### src/rtl/sdram_cmd_interface.sv
// SDRAM host command decode, power-up init sequencer and refresh scheduler.
// Define REF_POSTPONE_EN to count postponed refreshes (up to PEND_MAX) instead of a single request.
module sdram_cmd_interface #(
  parameter int ADDR_W    = 23,
  parameter int INIT_PER  = 24000,
  parameter int INIT_GAP  = 20,
  parameter int INIT_REFS = 8,
  parameter int REF_PER   = 1024,
  parameter int PEND_MAX  = 4
) (
  input  logic              CLK,
  input  logic              RESET_N,
  input  logic [2:0]        CMD,
  input  logic [ADDR_W-1:0] ADDR,
  input  logic              REF_ACK,
  input  logic              CM_ACK,
  output logic              NOP,
  output logic              READA,
  output logic              WRITEA,
  output logic [ADDR_W-1:0] SADDR,
  output logic              PRECHARGE,
  output logic              REFRESH,
  output logic              LOAD_MODE,
  output logic              INIT_REQ,
  output logic              INIT_DONE,
  output logic              REF_REQ,
  output logic [2:0]        REF_PEND,
  output logic              REF_OVF,
  output logic              CMD_ACK
);

  localparam int CNT_MAX = (INIT_PER > INIT_GAP) ? INIT_PER : INIT_GAP;
  localparam int CNT_W   = $clog2(CNT_MAX + 1);
  localparam logic [CNT_W-1:0] PER_LAST   = CNT_W'(INIT_PER - 1);
  localparam logic [CNT_W-1:0] GAP_LAST   = CNT_W'(INIT_GAP - 1);
  localparam logic [3:0]       REFS_LAST  = 4'(INIT_REFS - 1);
  localparam logic [15:0]      REF_RELOAD = 16'(REF_PER);

  typedef enum logic [2:0] {
    ST_WAIT = 3'd0,
    ST_PRE  = 3'd1,
    ST_REF  = 3'd2,
    ST_LMR  = 3'd3,
    ST_DONE = 3'd4
  } state_t;

  state_t           state_r;
  logic [CNT_W-1:0] cnt_r;
  logic [3:0]       refs_r;
  logic [15:0]      timer_r;
  logic             tick_s;
  logic             ack_s;
  logic             reload_s;

  // Init sequencer: every step waits out its gap, then emits a one-cycle command pulse.
  always_ff @(posedge CLK or negedge RESET_N) begin
    if (!RESET_N) begin
      state_r   <= ST_WAIT;
      cnt_r     <= '0;
      refs_r    <= 4'd0;
      INIT_REQ  <= 1'b1;
      INIT_DONE <= 1'b0;
      PRECHARGE <= 1'b0;
      REFRESH   <= 1'b0;
      LOAD_MODE <= 1'b0;
    end else begin
      PRECHARGE <= 1'b0;
      REFRESH   <= 1'b0;
      LOAD_MODE <= 1'b0;
      cnt_r     <= cnt_r + CNT_W'(1);
      case (state_r)
        ST_WAIT: begin
          if (cnt_r == PER_LAST) begin
            INIT_REQ <= 1'b0;
            cnt_r    <= '0;
            state_r  <= ST_PRE;
          end
        end
        ST_PRE: begin
          if (cnt_r == GAP_LAST) begin
            PRECHARGE <= 1'b1;
            cnt_r     <= '0;
            state_r   <= ST_REF;
          end
        end
        ST_REF: begin
          if (cnt_r == GAP_LAST) begin
            REFRESH <= 1'b1;
            cnt_r   <= '0;
            refs_r  <= refs_r + 4'd1;
            if (refs_r == REFS_LAST) begin
              state_r <= ST_LMR;
            end
          end
        end
        ST_LMR: begin
          if (cnt_r == GAP_LAST) begin
            LOAD_MODE <= 1'b1;
            cnt_r     <= '0;
            state_r   <= ST_DONE;
          end
        end
        ST_DONE: begin
          INIT_DONE <= 1'b1;
          cnt_r     <= '0;
        end
        default: begin
          state_r <= ST_WAIT;
          cnt_r   <= '0;
        end
      endcase
    end
  end

  // Host command decode and acknowledge; reads/writes are blocked until init completes.
  always_ff @(posedge CLK or negedge RESET_N) begin
    if (!RESET_N) begin
      NOP     <= 1'b0;
      READA   <= 1'b0;
      WRITEA  <= 1'b0;
      SADDR   <= '0;
      CMD_ACK <= 1'b0;
    end else begin
      NOP     <= (CMD == 3'b000);
      READA   <= INIT_DONE && (CMD == 3'b001);
      WRITEA  <= INIT_DONE && (CMD == 3'b010);
      SADDR   <= ADDR;
      CMD_ACK <= CM_ACK && !CMD_ACK;
    end
  end

  assign tick_s = INIT_DONE && (timer_r == 16'd0);
  assign ack_s  = INIT_DONE && REF_ACK;

`ifdef REF_POSTPONE_EN
  localparam logic [2:0] PEND_LIM = 3'(PEND_MAX);

  logic [2:0] pend_next_s;
  logic       ovf_set_s;
  logic       ack_eff_s;

  assign reload_s  = !INIT_DONE || tick_s;
  assign ack_eff_s = ack_s && (REF_PEND != 3'd0);

  // Postponed-refresh bookkeeping; a simultaneous tick and ack cancel out.
  always_comb begin
    pend_next_s = REF_PEND;
    ovf_set_s   = 1'b0;
    if (tick_s && !ack_eff_s) begin
      if (REF_PEND == PEND_LIM) begin
        ovf_set_s = 1'b1;
      end else begin
        pend_next_s = REF_PEND + 3'd1;
      end
    end else if (ack_eff_s && !tick_s) begin
      pend_next_s = REF_PEND - 3'd1;
    end else begin
      pend_next_s = REF_PEND;
    end
  end

  // Pending count, request and sticky overflow update together.
  always_ff @(posedge CLK or negedge RESET_N) begin
    if (!RESET_N) begin
      REF_PEND <= 3'd0;
      REF_REQ  <= 1'b0;
      REF_OVF  <= 1'b0;
    end else begin
      REF_PEND <= pend_next_s;
      REF_REQ  <= (pend_next_s != 3'd0);
      REF_OVF  <= REF_OVF || ovf_set_s;
    end
  end
`else
  logic pend_max_unused_s;

  assign pend_max_unused_s = (PEND_MAX != 0);
  // An accepted refresh restarts the interval so the next request is a full period away.
  assign reload_s          = !INIT_DONE || tick_s || ack_s;

  // Single outstanding request; ack wins over a same-cycle tick.
  always_ff @(posedge CLK or negedge RESET_N) begin
    if (!RESET_N) begin
      REF_REQ <= 1'b0;
    end else if (ack_s) begin
      REF_REQ <= 1'b0;
    end else if (tick_s) begin
      REF_REQ <= 1'b1;
    end
  end

  assign REF_PEND = {2'b00, REF_REQ};
  assign REF_OVF  = 1'b0;
`endif

  // Refresh interval timer, parked at its reload value until init completes.
  always_ff @(posedge CLK or negedge RESET_N) begin
    if (!RESET_N) begin
      timer_r <= REF_RELOAD;
    end else if (reload_s) begin
      timer_r <= REF_RELOAD;
    end else begin
      timer_r <= timer_r - 16'd1;
    end
  end

endmodule

### config.mk
export PLATFORM = sky130hd
export DESIGN_NAME = sdram_cmd_interface
export DESIGN_NICKNAME = d
export VERILOG_FILES = /design/src/rtl/sdram_cmd_interface.sv
export SDC_FILE = /design/constraint.sdc
export NUM_CORES = 1
export LEC_CHECK = 0
export BUFFER_PORTS_ARGS = -buffer_cell sky130_fd_sc_hd__buf_2
export CORE_MARGIN = 2
export CORE_UTILIZATION = 45
export DETAILED_ROUTE_END_ITERATION = 16
export PLACE_DENSITY = 0.75
export SYNTH_ARGS = -nofsm -noshare
export SYNTH_HDL_FRONTEND = slang
export SYNTH_SLANG_ARGS = --single-unit
### constraint.sdc
create_clock -name CLK -period 2 [get_ports CLK]
set_input_delay 0.3 -clock CLK [delete_from_list [all_inputs] [get_ports CLK]]
set_output_delay 0.3 -clock CLK [all_outputs]
set_load 0.01 [all_outputs]
Word-level counts from Yosys, hierarchy flattened. Index checks and enable logic that the tools add are counted.

Add/sub/neg operators: 3. Reductions and logical operators: 17. Bitwise operators: 1. Equality and inequality tests: 14. Mux-type cells: 16.

Operators by type and width (count): two-way mux 15 bit (2); one-hot mux 15 bit (2 select lines) (1); logical NOT 16 bit (1); two-way mux 16 bit (1); subtractor 16 x 1 -> 16 bit (second input constant) (1); adder 15 x 1 -> 15 bit (second input constant) (1); == test 15 bit (second input constant) (1); == test 15 x 5 -> 1 bit (second input constant) (1); two-way mux 3 bit (5); one-hot mux 3 bit (5 select lines) (1); != test 2 bit (second input constant) (5); == test 3 x 2 -> 1 bit (second input constant) (3); == test 3 x 1 -> 1 bit (second input constant) (2); logical NOT 3 bit (2); two-way mux 1 bit (6); AND reduction 6 bit (1); logical AND 1 bit (5); adder 4 x 1 -> 4 bit (second input constant) (1); == test 4 x 3 -> 1 bit (second input constant) (1); AND reduction 2 bit (2); == test 3 bit (second input constant) (1); OR reduction 3 bit (1); logical NOT 1 bit (2); logical OR 1 bit (2); other kinds (2) (2).

Word-level logic and storage cells: 66. Register bits after elaboration: 71. Bits of input ports: 30. Output and inout bits: 37.

Depth between registers and ports, before layout. Gate-level depths: netlist of the first run.

Word-level depth: 5. Gate-level depth with buffers: 7. Gate-level depth less buffers: 6.

Worst setup path before layout of the first run. OpenSTA, ideal clock, no wires.

Path type: register -> register. Start point: register timer_r[0]. End point: register timer_r[11]. Cell stages (with the launch flop): 8. Library setup time: 0.121 ns. Period minus slack after synthesis: 1.766 ns. Buffers on the path: 1. Arrival: 1.645 ns. Setup slack: 0.234 ns. Required time: 1.879 ns. Path through: dfrtp_1 -> inv_1 -> ha_1 -> nor2b_1 -> nand4_2 -> o31ai_4 -> buf_2 -> nor2_1.

Longest elaborated chain between the ends: 5. Elaborated cells on any way between the ends: 6. Classes of those cells: add/sub: 1; mux: 1; reduce/logical: 4.

Ends and longest elaborated chain: start: declaration (line 50) `logic [15:0] timer_r;`; start signal: assignment (line 203) `timer_r <= timer_r - 16'd1;`; branches (longest 4 deep; another with subtractor 16 x 1 -> 16 bit); two-way mux 16 bit * (line 200) `end else if (reload_s) begin`.

Every way passes the cells marked *. A chain may end at the register's enable or synchronous reset.

Worst setup path in the final report of the first run.
Start point: register timer_r[0]. End point: register timer_r[3].

Same word-level chain as after synthesis.

==> impl_metrics.json, run 1 <==
{
  "status": "finished clean",
  "insertion_delay_ns": 0.34,
  "final_common_cell": "dfrtp_1",
  "max_freq_ghz": 0.550,
  "grt_first_pass_wirelength_mm": 8.54,
  "drtIter0Drc": 71,
  "synth_cell_types": 47,
  "crit_required_ns": 2.22,
  "rows": 29,
  "yosysSeqAreaShare_pct": 60.4,
  "htree_levels": 3,
  "place_inst": 378,
  "dr_total_vias": 1989,
  "antenna_found_initial": 0,
  "numPortBuffers": 63,
  "overflow": 0,
  "critPathKind": "flip-flop to flip-flop",
  "worstPathCellList": "inv_1, ha_1, nor2b_2, nand4_2, o31ai_4, buf_4, nor2_1",
  "layout_setup_ws_ns": 0.181,
  "leakagePower_nw": 1.78,
  "track_usage_pct": 14.8,
  "firstDrtPassIters": 4,
  "rr_endpoint": "timer_r[3]",
  "synth_cells": 244,
  "dieArea_mm2": 0.00721,
  "avgSynthCellArea_um2": 12.1,
  "fin_crit_ns": 1.82,
  "end_kind": "flip-flop",
  "fin_total_pwr_mw": 2.82,
  "clockRootBuffer": "clkbuf_8",
  "cp-start-kind": "flip-flop",
  "crit_start": "timer_r[0]",
  "synth_edf_count": 0,
  "fp.dieH_um": 84.9,
  "crit_slowest_cell": "dfrtp_1",
  "critical_path_peak_fanout": 14,
  "skew_ns": 0.00830,
  "endpoint": "timer_r[3]",
  "place_ws_ns": 0.0991,
  "clkTransAtPathRegs_ns": 0.07,
  "finalMaxSlewViolations": 0,
  "setup_tns_ns": 0,
  "viasPerCell": 5.04,
  "peakVddDrop_mv": 0.647,
  "r2r_cells": 7,
  "async_flop_share_pct": 100,
  "grt_start_max_net_pins": 72,
  "gp_congestion": 0.790,
  "syn_area_mm2": 0.00295,
  "grt_pass1_vias": 1987,
  "rsz0062_at_grt": "false",
  "drc": 0,
  "slowest_delay_ns": 0.41,
  "yosys-top-cells-area": "dfrtp_1, xor2_1, nor2_1",
  "finalCritPeriodShare_pct": 90.9,
  "wirelength_mm": 4.94,
  "layoutNonFillerInstCount": 395,
  "multi_input_area_mm2": 0.00104,
  "min_path_type": "input port to flip-flop",
  "post_drt_wl_per_cell_um": 12.5,
  "yosysTopAreaCell": "dfrtp_1",
  "setup_viol": 0,
  "mostFrequentLayoutCells": "dfrtp_1, buf_2, nor2_1, xor2_1, nand2_1",
  "cts_tree": "built",
  "synth_compound_area_share_pct": 6.24,
  "core_mm2": 0.00635,
  "drive_above_1_share_pct": 30.2,
  "hold_viol": 0,
  "power-per-cell-area_mw_per_mm2": 798,
  "synth-simple-area-share_pct": 19.9,
  "fp.dieW_um": 84.9,
  "cts_made_buffers": 9,
  "rrSetupSlack_ns": 0.18,
  "synthXorXnorAreaFrac_pct": 7.13,
  "hold_ws_ns": 0.0653,
  "dp.final_hpwl_mm": 3.42,
  "antenna_cells": 0,
  "clockBufferDepth": 2,
  "cap_violations": 0,
  "r2r-start": "timer_r[0]",
  "cts_sinks": 71,
  "final_net_count": 346,
  "fill_cells": 539,
  "ys_warn_count": 0,
  "crit_arrival_ns": 2.04,
  "synthAdderAreaFrac_pct": 1.27,
  "ys_seq_elements": 71,
  "initial_core_util_pct": 46.4,
  "antenna_left": 0,
  "syn_to_final_growth_pct": 19.8,
  "synth_top_family_by_area": "simple AND/OR/NAND/NOR gates",
  "io_pins": 67,
  "synth.area.mux_share_pct": 0.382,
  "post-synth-top-area-fraction_pct": 58.6,
  "synthFlopType": "dfrtp_1",
  "final-seq-area_mm2": 0.00178
}
## metal layers
layer | vias up | track usage (%) | share of wire (%)
li1 | 983 | - | -
met1 | 957 | 17.5 | 44
met2 | 40 | 25.1 | 50
met3 | 9 | 4.28 | 4.0
met4 | 0 | 6.93 | 1.7
met5 | - | 0 | 0
## report_power, final
group	switching (mW)	internal, mW
Combinational	0.0602	0.0431
Clock	0.514	0.732
Sequential	0.00577	1.46
Total	0.580	2.24
## synth_stat cells, types with 2 or more instances
cell / n
dfrtp_1: 69
nor2_1: 31
xor2_1: 17
nand2_1: 15
nand4_1: 11
nand3_1: 8
nor3_1: 8
xnor2_1: 7
a21oi_1: 6
inv_1: 6
and4_1: 5
buf_4: 5
nor4_1: 5
o21ai_0: 4
or3_1: 4
and3_1: 3
ha_1: 3
nor2b_1: 3
buf_2: 2
dfstp_2: 2
nand4b_1: 2
o31ai_1: 2
or4_1: 2
## worst max-delay path, delay by kind of cell, from the launching register on
kind | cells | cell delay, ns
adders and majority gates | 1 | 0.20
buffers and inverters | 2 | 0.32
DFF | 1 | 0.41
and+or+nand+nor | 3 | 0.55
AOI/OAI and AO/OA | 1 | 0.23
## through the flow
step / area (um^2) / util [%]
after global routing: 3530 / 55.6
after global placement: 3300 / 51.9
after CTS: 3530 / 55.5
after floorplan: 2950 / -
after detailed placement: 3300 / 51.9
final: 3530 / 55.6
## registers in the layout, summed over array words and instances, names as in the netlist, 3 cells and up
| signal | flops |
|---|---|
| cnt_r | 15 |
| refs_r | 4 |
| timer_r | 16 |
| SADDR | 23 |
| state_r | 3 |
## layout make-up
class                   count  area share [%]
clock inverters             6            2.38
well taps                  77            2.73
multi-input cells         157            29.5
clock buffers              10            3.90
repair buffers             68            10.4
inverters                   6           0.638
flip-flops and latches     71            50.4
## worst min path at each step
| stage | from | endpoint | depth (start not counted) |
|---|---|---|---|
| floorplan | RESET_N | CMD_ACK | 0 |
| global placement | RESET_N | cnt_r[14] | 2 |
| finish | ADDR[8] | SADDR[8] | 1 |
| global route | ADDR[8] | SADDR[8] | 1 |
| detailed placement | RESET_N | refs_r[0] | 2 |
| CTS | ADDR[20] | SADDR[20] | 1 |
## timing repair
action / in CTS / in global routing
hold buffers: 1 / 0
setup endpoints to repair: 0 / 14
setup buffers: 0 / 0
gates resized for setup: 0 / 1
endpoints found under the hold margin: 69 / 0
## cells by family (layout without fill, tap and decap cells)
| group | count (synthesis) | count (layout) |
|---|---|---|
| flip-flops | 71 | 71 |
| XOR/XNOR | 24 | 24 |
| multiplexers | 1 | 1 |
| AND/OR/NAND/NOR | 105 | 105 |
| AO/OA/AOI/OAI | 21 | 21 |
| adder cells (fa/ha/maj) | 3 | 3 |
| buffers and inverters | 18 | 90 |
| other | 1 | 3 |
Power figures use the tool's default switching activity.
==> inputs of run 2 (changes only) <==
BUFFER_PORTS_ARGS = unset   (was -buffer_cell sky130_fd_sc_hd__buf_2)
DONT_BUFFER_PORTS = 1   (was unset)
PLACE_DENSITY = unset   (was 0.75)
clock period = 2.1 ns   (was 2 ns; I/O delays follow)
==> impl_metrics.json, run 2 (synthesis results as in run 1) <==
{
  "wirelength_mm": 4.93,
  "fp.dieW_um": 84.9,
  "clockBufferDepth": 2,
  "gp_congestion": 0.764,
  "grt_pass1_vias": 1838,
  "dp.final_hpwl_mm": 3.18,
  "drive_above_1_share_pct": 11.2,
  "min_path_type": "input port to flip-flop",
  "crit_arrival_ns": 2.10,
  "max_freq_ghz": 0.532,
  "cts_made_buffers": 9,
  "critPathKind": "flip-flop to flip-flop",
  "finalMaxSlewViolations": 0,
  "rsz0062_at_grt": "false",
  "drc": 0,
  "power-per-cell-area_mw_per_mm2": 807,
  "worstPathCellList": "inv_1, ha_1, nor2b_1, nand4_2, o31ai_4, buf_4, nor2_1",
  "crit_required_ns": 2.33,
  "fin_total_pwr_mw": 2.81,
  "place_inst": 314,
  "drtIter0Drc": 77,
  "setup_viol": 0,
  "cp_top_family": "simple AND/OR/NAND/NOR gates",
  "layoutNonFillerInstCount": 355,
  "cap_violations": 0,
  "post_drt_wl_per_cell_um": 13.9,
  "largest-register": "SADDR",
  "fp.dieH_um": 84.9,
  "syn_to_final_growth_pct": 17.9,
  "antenna_left": 0,
  "hold_viol": 0,
  "place_ws_ns": 0.187,
  "final_net_count": 306,
  "reg_top3": "SADDR x23, timer_r x16, cnt_r x15",
  "finalCritPeriodShare_pct": 89.4,
  "post_cts_buffers": 0,
  "grt_first_pass_wirelength_mm": 8.54,
  "fin_crit_ns": 1.88,
  "cts_sinks": 71,
  "largest_register_ffs": 23,
  "crit_buf_inv": 2,
  "insertion_delay_ns": 0.34,
  "antenna_found_initial": 0,
  "final_common_cell": "dfrtp_1",
  "mostFrequentLayoutCells": "dfrtp_1, nor2_1, dlygate4sd3_1, xor2_1, nand2_1",
  "setup_tns_ns": 0,
  "antenna_cells": 0,
  "core_mm2": 0.00635,
  "slowest_delay_ns": 0.41,
  "peakVddDrop_mv": 0.538,
  "cts_tree": "built",
  "numPortBuffers": 0,
  "leakagePower_nw": 1.61,
  "crit_slowest_cell": "dfrtp_1",
  "rows": 29,
  "dieArea_mm2": 0.00721,
  "critical_path_peak_fanout": 14,
  "io_pins": 67,
  "overflow": 0,
  "skew_ns": 0.00690,
  "firstDrtPassIters": 4,
  "clockRootBuffer": "clkbuf_8",
  "grt_start_max_net_pins": 72,
  "viasPerCell": 5.16,
  "layout_setup_ws_ns": 0.222,
  "htree_levels": 3,
  "end_kind": "flip-flop",
  "track_usage_pct": 15.2,
  "dr_total_vias": 1832,
  "status": "finished clean",
  "initial_core_util_pct": 46.4,
  "clkTransAtPathRegs_ns": 0.07,
  "cp-start-kind": "flip-flop"
}
run 2: cell types whose count changed in the layout (fill, tap and decap cells not counted):
cell	before	now
nor2b_2	1	0
nor2b_1	2	3
clkinv_2	3	0
dlygate4sd3_1	1	24
clkinv_4	1	0
buf_12	1	0
clkinvlp_4	0	2
buf_2	63	0
bufinv_16	2	3
buf_16	0	1
clkbuf_1	0	1
run 2: final timing paths:
kind / start / end / slack, ns / depth (start not counted)
worst min-delay path: CMD[2] / NOP / 0.03 / 1
worst max-delay path: timer_r[0] / timer_r[3] / 0.22 / 7
max in group asynchronous: RESET_N / INIT_REQ / 1.27 / 2
worst max register to register: timer_r[0] / timer_r[3] / 0.22 / 7
min in group asynchronous: RESET_N / timer_r[14] / 0.51 / 2
worst min register to register: cnt_r[0] / cnt_r[0] / 0.47 / 1
run 2: per-layer routing:
metal / part of all wire (%) / wire, um / GRT usage, % / vias up
li1: - / - / - / 900
met1: 45 / 2230 / 19.2 / 888
met2: 49 / 2420 / 23.4 / 40
met3: 4.5 / 223 / 5.74 / 4
met4: 0.89 / 44 / 6.49 / 0
met5: 0 / 0 / 0 / -
run 2: per-stage QoR:
stage / hold slack [ns] / util, % / instance area [um^2]
CTS: 0.00238 / 54.7 / 3470
finish: 0.0299 / 54.7 / 3470
global route: 0.00770 / 54.7 / 3470
global placement: 0.0208 / 46.6 / 2960
detailed placement: 0.0209 / 46.6 / 2960
floorplan: 0.0194 / - / 2950
run 2: timing repair:
action / CTS / global route
resized for setup: 0 / 0
hold endpoints to repair: 94 / 0
hold buffers: 25 / 0
run 2: cell type report:
cell class	count	area, um^2
clock inverters	5	105
fillers	539	2880
repair buffers	28	290
well taps	77	96.3
multi-input cells	157	1040
inverters	6	22.5
clock buffers	11	141
flip-flops and latches	71	1780
run 2: worst reg2reg max path: stages, from the launching register on:
cell and delay, ns:
dfrtp_1 0.41, inv_1 0.08, ha_1 0.19, nor2b_1 0.31
nand4_2 0.25, o31ai_4 0.22, buf_4 0.23, nor2_1 0.07
run 2: power breakdown:
| part | switching [mW] | leakage (nW) | total [mW] | internal (mW) |
|---|---|---|---|---|
| sequential | 0.0224 | 0.915 | 1.41 | 1.39 |
| combinational | 0.0337 | 0.578 | 0.0695 | 0.0358 |
| clock | 0.500 | 0.116 | 1.32 | 0.822 |
| total | 0.556 | 1.61 | 2.81 | 2.25 |
==> inputs of run 3 (changes only) <==
CORE_ASPECT_RATIO = 0.9   (was unset)
SETUP_SLACK_MARGIN = 0.5   (was unset)
==> impl_metrics.json, run 3 (synthesis results as in run 1) <==
{
  "status": "finished, violations left",
  "violations": "hold timing",
  "endpoint": "timer_r[6]",
  "wirelength_mm": 5.78,
  "cp-start-kind": "flip-flop",
  "finalMaxSlewViolations": 0,
  "antenna_cells": 0,
  "dp.final_hpwl_mm": 3.20,
  "finalCritPeriodShare_pct": 80.3,
  "r2r-start": "timer_r[8]",
  "largest_register_ffs": 23,
  "crit_required_ns": 2.33,
  "hold_ws_ns": -0.345,
  "power_frac_comb_pct": 1.5,
  "cts_tree": "built",
  "clockRootBuffer": "clkbuf_8",
  "final_net_count": 329,
  "max_freq_ghz": 0.593,
  "antenna_left": 0,
  "critPathKind": "flip-flop to flip-flop",
  "drtIter0Drc": 88,
  "place_inst": 324,
  "cap_violations": 0,
  "hold_viol": 71,
  "power-per-cell-area_mw_per_mm2": 677,
  "reg_top3": "SADDR x23, timer_r x16, cnt_r x15",
  "rsz0062_at_grt": "true",
  "critical_path_peak_fanout": 7,
  "fill_cells": 491,
  "switchingPower_mw": 0.595,
  "core_mm2": 0.00622,
  "drc": 0,
  "worst_pin_slew_ns": 0.490,
  "gp_congestion": 0.714,
  "crit_start": "timer_r[8]",
  "rows": 27,
  "peakVddDrop_mv": 0.524,
  "final-seq-area_mm2": 0.00178,
  "dieArea_mm2": 0.00721,
  "largest-register": "SADDR",
  "grt_first_pass_wirelength_mm": 8.96,
  "initial_core_util_pct": 47.4,
  "dr_total_vias": 2015,
  "fp.dieW_um": 89.3,
  "post_drt_wl_per_cell_um": 14.9,
  "clkTransAtPathRegs_ns": 0.08,
  "cts_hold_buf": 23,
  "p_clk_share_pct": 44.0,
  "final_common_cell": "dfrtp_1",
  "setup_viol": 0,
  "insertion_delay_ns": 0.34,
  "min_path_type": "input port to async pin",
  "setup_tns_ns": 0,
  "power_switching_share_pct": 22.9,
  "cts_made_buffers": 9,
  "power_frac_seq_pct": 54.6,
  "cts_sinks": 71,
  "viasPerCell": 5.19,
  "drive_above_1_share_pct": 32.9,
  "antenna_found_initial": 0,
  "rrSetupSlack_ns": 0.41,
  "crit_arrival_ns": 1.92,
  "firstDrtPassIters": 4,
  "io_pins": 67,
  "leakagePower_nw": 1.75,
  "rr_endpoint": "timer_r[6]",
  "syn_to_final_growth_pct": 29.9,
  "r2r_cells": 5,
  "clockBufferDepth": 2,
  "grt_start_max_net_pins": 72,
  "overflow": 0,
  "mostFrequentLayoutCells": "dfrtp_1, dlygate4sd3_1, buf_4, xor2_1, nor2_2",
  "htree_levels": 3,
  "end_kind": "flip-flop",
  "layoutNonFillerInstCount": 388,
  "grt_pass1_vias": 1892,
  "track_usage_pct": 16.6,
  "fin_crit_ns": 1.69,
  "multi_input_area_mm2": 0.00125,
  "fp.dieH_um": 80.8,
  "skew_ns": 0.00586,
  "maxSlewHeadroom_pct": 67.1,
  "intPower_mw": 2.00,
  "numPortBuffers": 0
}
run 3: changes by cell type in the layout (fill, tap and decap cells not counted), sizes merged:
cell and change:
dlygate4sd3 -1, clkbuf -2, o31a +1, inv +4, bufinv -2, buf +23
run 3: layer usage:
layer / GRT usage, % / vias up / share of wire, %
met5: 0 / - / 0
met3: 6.61 / 5 / 4.9
li1: - / 954 / -
met4: 6.27 / 0 / 0.85
met1: 22.3 / 1004 / 47
met2: 24.3 / 52 / 47
run 3: worst max-delay path, cell delays in order (launching register included):
cell and delay (ns):
dfrtp_1 0.43, nor4_4 0.43, nand4_4 0.18, o31ai_4 0.27, buf_6 0.21, nor2_2 0.05
run 3: worst min-delay path by stage:
stage	from	end	slack, ns	cells past startpoint
final	RESET_N	SADDR[17]	-0.34	0
after floorplan	RESET_N	CMD_ACK	0.02	0
after global routing	RESET_N	SADDR[17]	-0.38	0
after global placement	RESET_N	SADDR[17]	0.02	0
after CTS	RESET_N	SADDR[17]	-0.36	0
after detailed placement	RESET_N	SADDR[17]	0.02	0
run 3: power by group through the flow:
| stage | sequential (mW) | clock (mW) | combinational (mW) |
|---|---|---|---|
| 3_5_place_dp | 1.44 | 0 | 0.00383 |
| 2_1_floorplan | 1.44 | 0 | 0.00773 |
| 3_3_place_gp | 1.44 | 0 | 0.00379 |
| 5_1_grt | 1.42 | 1.24 | 0.0410 |
| 4_1_cts | 1.41 | 1.17 | 0.0370 |
| 6_report | 1.41 | 1.14 | 0.0378 |
run 3: final cells by class:
| class | instances | share of cell area [%] |
|---|---|---|
| flip-flops and latches | 71 | 46.6 |
| multi-input cells | 158 | 32.8 |
| repair buffers | 50 | 11.7 |
| clock buffers | 9 | 3.24 |
| well taps | 87 | 2.84 |
| clock inverters | 7 | 2.29 |
| inverters | 6 | 0.588 |
run 3: metrics by stage:
step	area (um^2)	total power [mW]	hold slack (ns)	utilization [%]	worst slack, ns
after floorplan	3000	1.45	0.0194	-	0.437
after global placement	3010	1.45	0.0205	48.4	0.362
after detailed placement	3010	1.45	0.0205	48.4	0.345
after CTS	3610	2.62	-0.362	58.1	0.440
after global routing	3830	2.70	-0.379	61.6	0.325
final	3830	2.59	-0.345	61.6	0.414
run 3: timing repair:
item,4_1_cts,5_1_grt
hold endpoints to repair,94,71
pin swaps,21,19
cloned,1,1
resized for setup,11,45
endpoints found under the setup margin,33,36
setup buffers,15,8
